$ cat src/rtl/rf_port_arbiter.sv
// Write-port arbiter and reset-clear sequencer for the RV32I register file.
// Shares one write port between execute, load and debug, and lends read port 1 to debug reads.
module rf_port_arbiter #(
   parameter int XLEN           = 32,
   parameter int AW             = 5,
   parameter bit CLEAR_ON_RESET = 1'b1
) (
   input  logic            clk,
   input  logic            rst_n,
   input  logic            ex_we,
   input  logic [AW-1:0]   ex_rd,
   input  logic [XLEN-1:0] ex_data,
   input  logic            ld_valid,
   output logic            ld_ready,
   input  logic [AW-1:0]   ld_rd,
   input  logic [XLEN-1:0] ld_data,
   input  logic [AW-1:0]   core_rs1,
   input  logic [AW-1:0]   core_rs2,
   output logic            core_stall,
   input  logic            dbg_req,
   input  logic            dbg_we,
   input  logic [AW-1:0]   dbg_addr,
   input  logic [XLEN-1:0] dbg_wdata,
   output logic            dbg_ack,
   output logic [XLEN-1:0] dbg_rdata,
   output logic            rf_regWrite,
   output logic [AW-1:0]   rf_rd,
   output logic [XLEN-1:0] rf_data,
   output logic [AW-1:0]   rf_rs1,
   output logic [AW-1:0]   rf_rs2,
   input  logic [XLEN-1:0] rf_output1
);

   typedef enum logic [1:0] {
      ST_CLEAR,
      ST_RUN,
      ST_DBG
   } state_t;

   localparam state_t        RESET_STATE = CLEAR_ON_RESET ? ST_CLEAR : ST_RUN;
   localparam logic          RESET_STALL = CLEAR_ON_RESET;
   localparam logic [AW-1:0] FIRST_IDX   = AW'(1);
   localparam logic [AW-1:0] LAST_IDX    = '1;

   state_t        state;
   state_t        state_nxt;
   logic [AW-1:0] clr_idx;
   logic          wr_sel;

   // NOTE: sequential state uses non-blocking assignments so every register
   // samples the pre-edge values; combinational logic below uses blocking.
   always_ff @(posedge clk or negedge rst_n) begin
      if (!rst_n) begin
         state      <= RESET_STATE;
         clr_idx    <= FIRST_IDX;
         core_stall <= RESET_STALL;
         dbg_ack    <= 1'b0;
         dbg_rdata  <= '0;
      end else begin
         state      <= state_nxt;
         core_stall <= (state_nxt != ST_RUN);
         dbg_ack    <= (state == ST_DBG);
         if (state == ST_CLEAR) clr_idx <= clr_idx + AW'(1);
         if (state == ST_DBG && !dbg_we)
            dbg_rdata <= (dbg_addr == '0) ? '0 : rf_output1;
      end
   end

   // NOTE: every output gets a default before the case so no latch is inferred.
   always_comb begin
      state_nxt = state;
      wr_sel    = 1'b0;
      rf_rd     = '0;
      rf_data   = '0;
      ld_ready  = 1'b0;
      rf_rs1    = core_rs1;

      case (state)
         ST_CLEAR: begin
            wr_sel = 1'b1;
            rf_rd  = clr_idx;
            if (clr_idx == LAST_IDX) state_nxt = ST_RUN;
         end

         ST_RUN: begin
            // Execute wins; a write to x0 is not a write and never blocks the load.
            if (ex_we && ex_rd != '0) begin
               wr_sel  = 1'b1;
               rf_rd   = ex_rd;
               rf_data = ex_data;
            end else begin
               ld_ready = 1'b1;
               if (ld_valid && ld_rd != '0) begin
                  wr_sel  = 1'b1;
                  rf_rd   = ld_rd;
                  rf_data = ld_data;
               end
            end
            if (dbg_req && !dbg_ack) state_nxt = ST_DBG;
         end

         ST_DBG: begin
            state_nxt = ST_RUN;
            if (dbg_we) begin
               if (dbg_addr != '0) begin
                  wr_sel  = 1'b1;
                  rf_rd   = dbg_addr;
                  rf_data = dbg_wdata;
               end
            end else begin
               rf_rs1 = dbg_addr;
            end
         end

         default: state_nxt = RESET_STATE;
      endcase
   end

   // The reset state is CLEAR, so the write enable is gated to stay quiet while reset is held.
   assign rf_regWrite = wr_sel & rst_n;
   assign rf_rs2      = core_rs2;

endmodule
$ cat config.mk
export PLATFORM = sky130hd
export DESIGN_NAME = rf_port_arbiter
export DESIGN_NICKNAME = d
export VERILOG_FILES = /design/src/rtl/rf_port_arbiter.sv
export SDC_FILE = /design/constraint.sdc
export NUM_CORES = 1
export LEC_CHECK = 0
export ABC_AREA = 1
export CAP_MARGIN = 20
export CORE_MARGIN = 2
export CORE_UTILIZATION = 38
export DETAILED_ROUTE_END_ITERATION = 8
export GPL_TIMING_DRIVEN = 0
export PLACE_DENSITY_LB_ADDON = 0.08
export SKIP_LAST_GASP = 1
export SYNTH_ARGS = -nofsm -noshare
export SYNTH_HDL_FRONTEND = slang
export SYNTH_SLANG_ARGS = --single-unit
$ cat constraint.sdc
create_clock -name clk -period 4.2 [get_ports clk]
set_input_delay 1.05 -clock clk [delete_from_list [all_inputs] [get_ports clk]]
set_output_delay 1.05 -clock clk [all_outputs]
set_load 0.05 [all_outputs]
# Word level (Yosys, flattened, before mapping)
# Cells that the tools add are included.
# totals
register_bits,41
input_bits,159
output_inout_bits,83
wordCells,45
# classes
add_sub_neg,1
n_eq_ne,4
mux,23
bitwise,1
reduce_logical,11
# ops
cell,count
$mux W32,5
$pmux W32 S2,1
$mux W5,6
$pmux W5 S3,1
$reduce_bool A5 Y1,3
$mux W1,6
$pmux W2 S3,1
$add A5 B1 Y5 const B,1
$eq A5 B5 Y1 const B,1
$logic_not A5 Y1,1
$logic_and A1 B1 Y1,4
$mux W2,2
$pmux W1 S3,1
$eq A2 B1 Y1 const B,1
$eq A2 B2 Y1 const B,1
$logic_not A1 Y1,2
$logic_not A2 Y1,1
$ne A2 B1 Y1 const B,1
$and A1 B1 Y1,1

# Logic depth before layout (Yosys ltp)
# logic_depth
word_depth,6
ltp_mapped,9
ltp_nobuf,9

# Least setup slack after synthesis
# OpenSTA, ideal clock, no wires.
# synth_path
kind,input -> output
from,input ld_valid
to,output rf_data[18]
t_arrival_ns,2.414
required_ns,3.150
setup_slack_ns,0.736
path_stages,6
path_buffers,2
cell_sequence,buf_2 buf_1 nand3_1 nor2_2 nor2_1 nor2_1
# synth_between
elab_chain_len,4
# synth_lines
item,line,rtl
from (decl),13,"input logic ld_valid,"
$logic_and A1 B1 Y1,93,if (ld_valid && ld_rd != '0) begin
$mux W32,93,
$mux W32,87,if (ex_we && ex_rd != '0) begin
$pmux W32 S2,78,case (state)
to (decl),28,"output logic [XLEN-1:0] rf_data,"
# Every way passes these cells.

# Worst setup path in the final report
# layout_path
from,input dbg_addr[0]
to,output rf_data[4]
# layout_between
elab_chain_len,4
# layout_lines
item,line,rtl
from (decl),22,"input logic [AW-1:0] dbg_addr,"
$reduce_bool A5 Y1,105,if (dbg_addr != '0) begin
$mux W32,105,
$mux W32,104,if (dbg_we) begin
$pmux W32 S2,78,
# Every way passes these cells.

==> flow_summary.toml <==
[outcome]
status = "finished clean"

[layout]
fill_cells = 772
final-seq-area_sq_um = 1030
drive_gt1_share_pct = 13.4
antenna_cells = 0
syn_to_final_growth_pct = 73.2
multi_input_area_sq_um = 2000
stdcell_count = 883
utilization_pct = 67.5
nNetsFinal = 939

[clock_tree]
cts-htree-levels = 2
cts_num_sinks = 41
cts_max_path_buffers = 2
post-cts-setup-buffer-count = 0
cts_root_buf = "clkbuf_8"
insertion_delay_ns = 0.30
cts_buffers = 5
cts.clk_slew.worst_paths_ns = 0.09
cts_tree = "yes"

[logic_synthesis]
synth.most_common_cell = "nand2_1"
synth-main-ff-cell = "dfrtp_1"
synth_seq_cells = 41
syn_nets = 697
synth_edf_count = 0
synth_seq_area_share_pct = 30.6
synth_area_leaders = "dfrtp_1 (29%), nand3_1 (15%), nand2_1 (15%)"
synth_area_leader_cell = "dfrtp_1"
postSynthCellCount = 532
synth_common_cells = "nand2_1 (135), nand3_1 (104), nor2_1 (81)"
synth_top_area_share_pct = 29.0
yosysWarnings = 0
synth_area_sq_um = 3370
syn_avg_cell_area_sq_um = 6.33
async_flop_share_pct = 100
ys_types = 26

[timing]
finalClockSkew_ns = 0.00990
hold_viol_final = 0
slew_violations = 0
fmax_mhz = 245
period_minus_slack_ns = 4.09
finalWorstSetupSlack_ns = 0.112
max_slew_margin_pct = 63.8
fin_hold_ws_ns = 0.484
period_share_pct = 97.3
worst_pin_slew_ns = 0.541
rsz0062_at_grt = "true"
final-setup-viol-count = 0

[worst_setup_path]
critPathMaxFanout = 10
worstSetupStartpointType = "primary input"
critPathArrivalTime_ns = 3.04
criticalPathCategory = "primary input to primary output"
crit_required_ns = 3.15
worst_setup_path_end_kind = "primary output"

[power_and_ir_drop]
leakagePower_nw = 2.78
p_clk_share_pct = 9.6
share_comb_of_total_power_pct = 70.2
p_seq_share_pct = 20.3
power_density_nw_per_um2 = 583
max-vdd-ir-drop_uv = 435
internal-power_mw = 1.51
p_sw_mw = 1.89
sw_frac_of_total_pct = 55.7

[grt]
grt_pass1_wl_mm = 21.1
antenna_found_initial = 0
gr-total-overflow = 0
grt_pass1_vias = 4492
grt_use_total_pct = 26.4
grt_max_degree = 42

[drt]
vias = 4531
first_pass_iters = 6
drt_iter0_drc = 226
drtAntennaViolNets = 0
vias_per_cell = 5.13
drc = 0
wl_mm = 13.5
wl_per_cell_um = 15.3

[floorplan]
die_y_um = 98.1
dieArea_sq_um = 9630
rows = 34
die_x_um = 98.1
io-pin-count = 242
core_area_sq_um = 8640
start_util_pct = 39.0

[placement]
portBuffers = 234
dp_slack_ns = -0.282
gp_congestion = 0.944
place_hpwl_mm = 10.5
dp.cells = 875

[job]
maxCapViolCount = 0

[hold_path]
worst_hold_path_type = "flop to flop"
through the flow:
step	total power, mW	cell area, sq um	setup TNS (ns)
floorplan	2.28	3370	0
global placement	3.10	5840	-8.33
detailed placement	3.15	5860	-8.21
CTS	3.43	5920	-0.0168
global route	3.59	5830	-0.00881
finish	3.40	5830	0
cell families after synthesis:
logic type,Yosys count,share of synthesized area (%)
AND/OR/NAND/NOR,391,53.5
buffers and inverters,73,9.96
AO/OA/AOI/OAI,18,3.01
adder cells (fa/ha/maj),6,2.23
XOR/XNOR,3,0.781
flip-flops,41,30.6
worst paths after layout:
kind,from,slack (ns),cells after the start,to
worst max-delay path,dbg_addr[0],0.11,9,rf_data[4]
worst min-delay path,dbg_rdata[7]$_DFFE_PN0P_,0.48,2,dbg_rdata[7]$_DFFE_PN0P_
worst max register to register,state[0]$_DFF_PN0_,2.42,8,dbg_rdata[3]$_DFFE_PN0P_
worst min register to register,dbg_rdata[7]$_DFFE_PN0P_,0.48,2,dbg_rdata[7]$_DFFE_PN0P_
max in group asynchronous,rst_n,3.20,2,core_stall$_DFF_PN1_
min in group asynchronous,rst_n,0.53,1,dbg_rdata[9]$_DFFE_PN0P_
power by group through the flow:
stage | combinational (mW) | sequential [mW] | clock, mW
3_3_place_gp | 2.42 | 0.683 | 0
5_1_grt | 2.53 | 0.710 | 0.347
6_report | 2.38 | 0.689 | 0.325
2_1_floorplan | 1.08 | 1.20 | 0
4_1_cts | 2.40 | 0.690 | 0.334
3_5_place_dp | 2.46 | 0.693 | 0
sequential cells by signal, indices dropped and copies added (netlist names):
signal      cells
state           2
clr_idx         5
dbg_rdata      32
core_stall      1
dbg_ack         1
area by class of cell:
type / instances / area share [%]
Buffer: 48 / 4.21
Clock buffer: 5 / 1.18
Clock inverter: 3 / 0.751
Inverter: 25 / 1.61
Multi-Input combinational cell: 418 / 34.4
Sequential cell: 41 / 17.6
Tap cell: 108 / 2.32
Timing Repair Buffer: 235 / 37.9
cell usage in the layout, fill, tap and decap left out, drive strengths merged:
cell / instances
a21oi: 6
buf: 27
bufinv: 1
clkbuf: 56
clkdlybuf4s15: 2
clkdlybuf4s50: 191
clkinv: 1
dfrtp: 39
dfstp: 2
dlygate4sd2: 10
dlymetal6s2s: 2
ha: 6
inv: 26
nand2: 137
nand3: 106
nand4: 35
nor2: 112
nor3: 1
o211a: 1
o21ai: 8
o21bai: 2
o22ai: 1
xor2: 3
per-layer routing:
layer  track usage, %  routed length, um  part of all wire, %
met1             32.4               5330                   40
met2             46.2               6620                   49
met3             4.51               1150                  8.5
met4             10.1                367                  2.7
met5                0                  0                    0
critical path, cell delays in order:
cell             delay (ns)
clkdlybuf4s50_1        0.55
nor2_1                 0.06
nand4_1                0.08
clkbuf_1               0.41
nand3_1                0.13
nand2_1                0.10
nor2_1                 0.04
nor2_1                 0.07
dlygate4sd2_1          0.53
repair_timing:
item                       in CTS  in global routing
hold buffers                    0                  0
gates resized for setup        40                 67
setup endpoints to repair      41                 39
(Power assumes the default switching activity.)
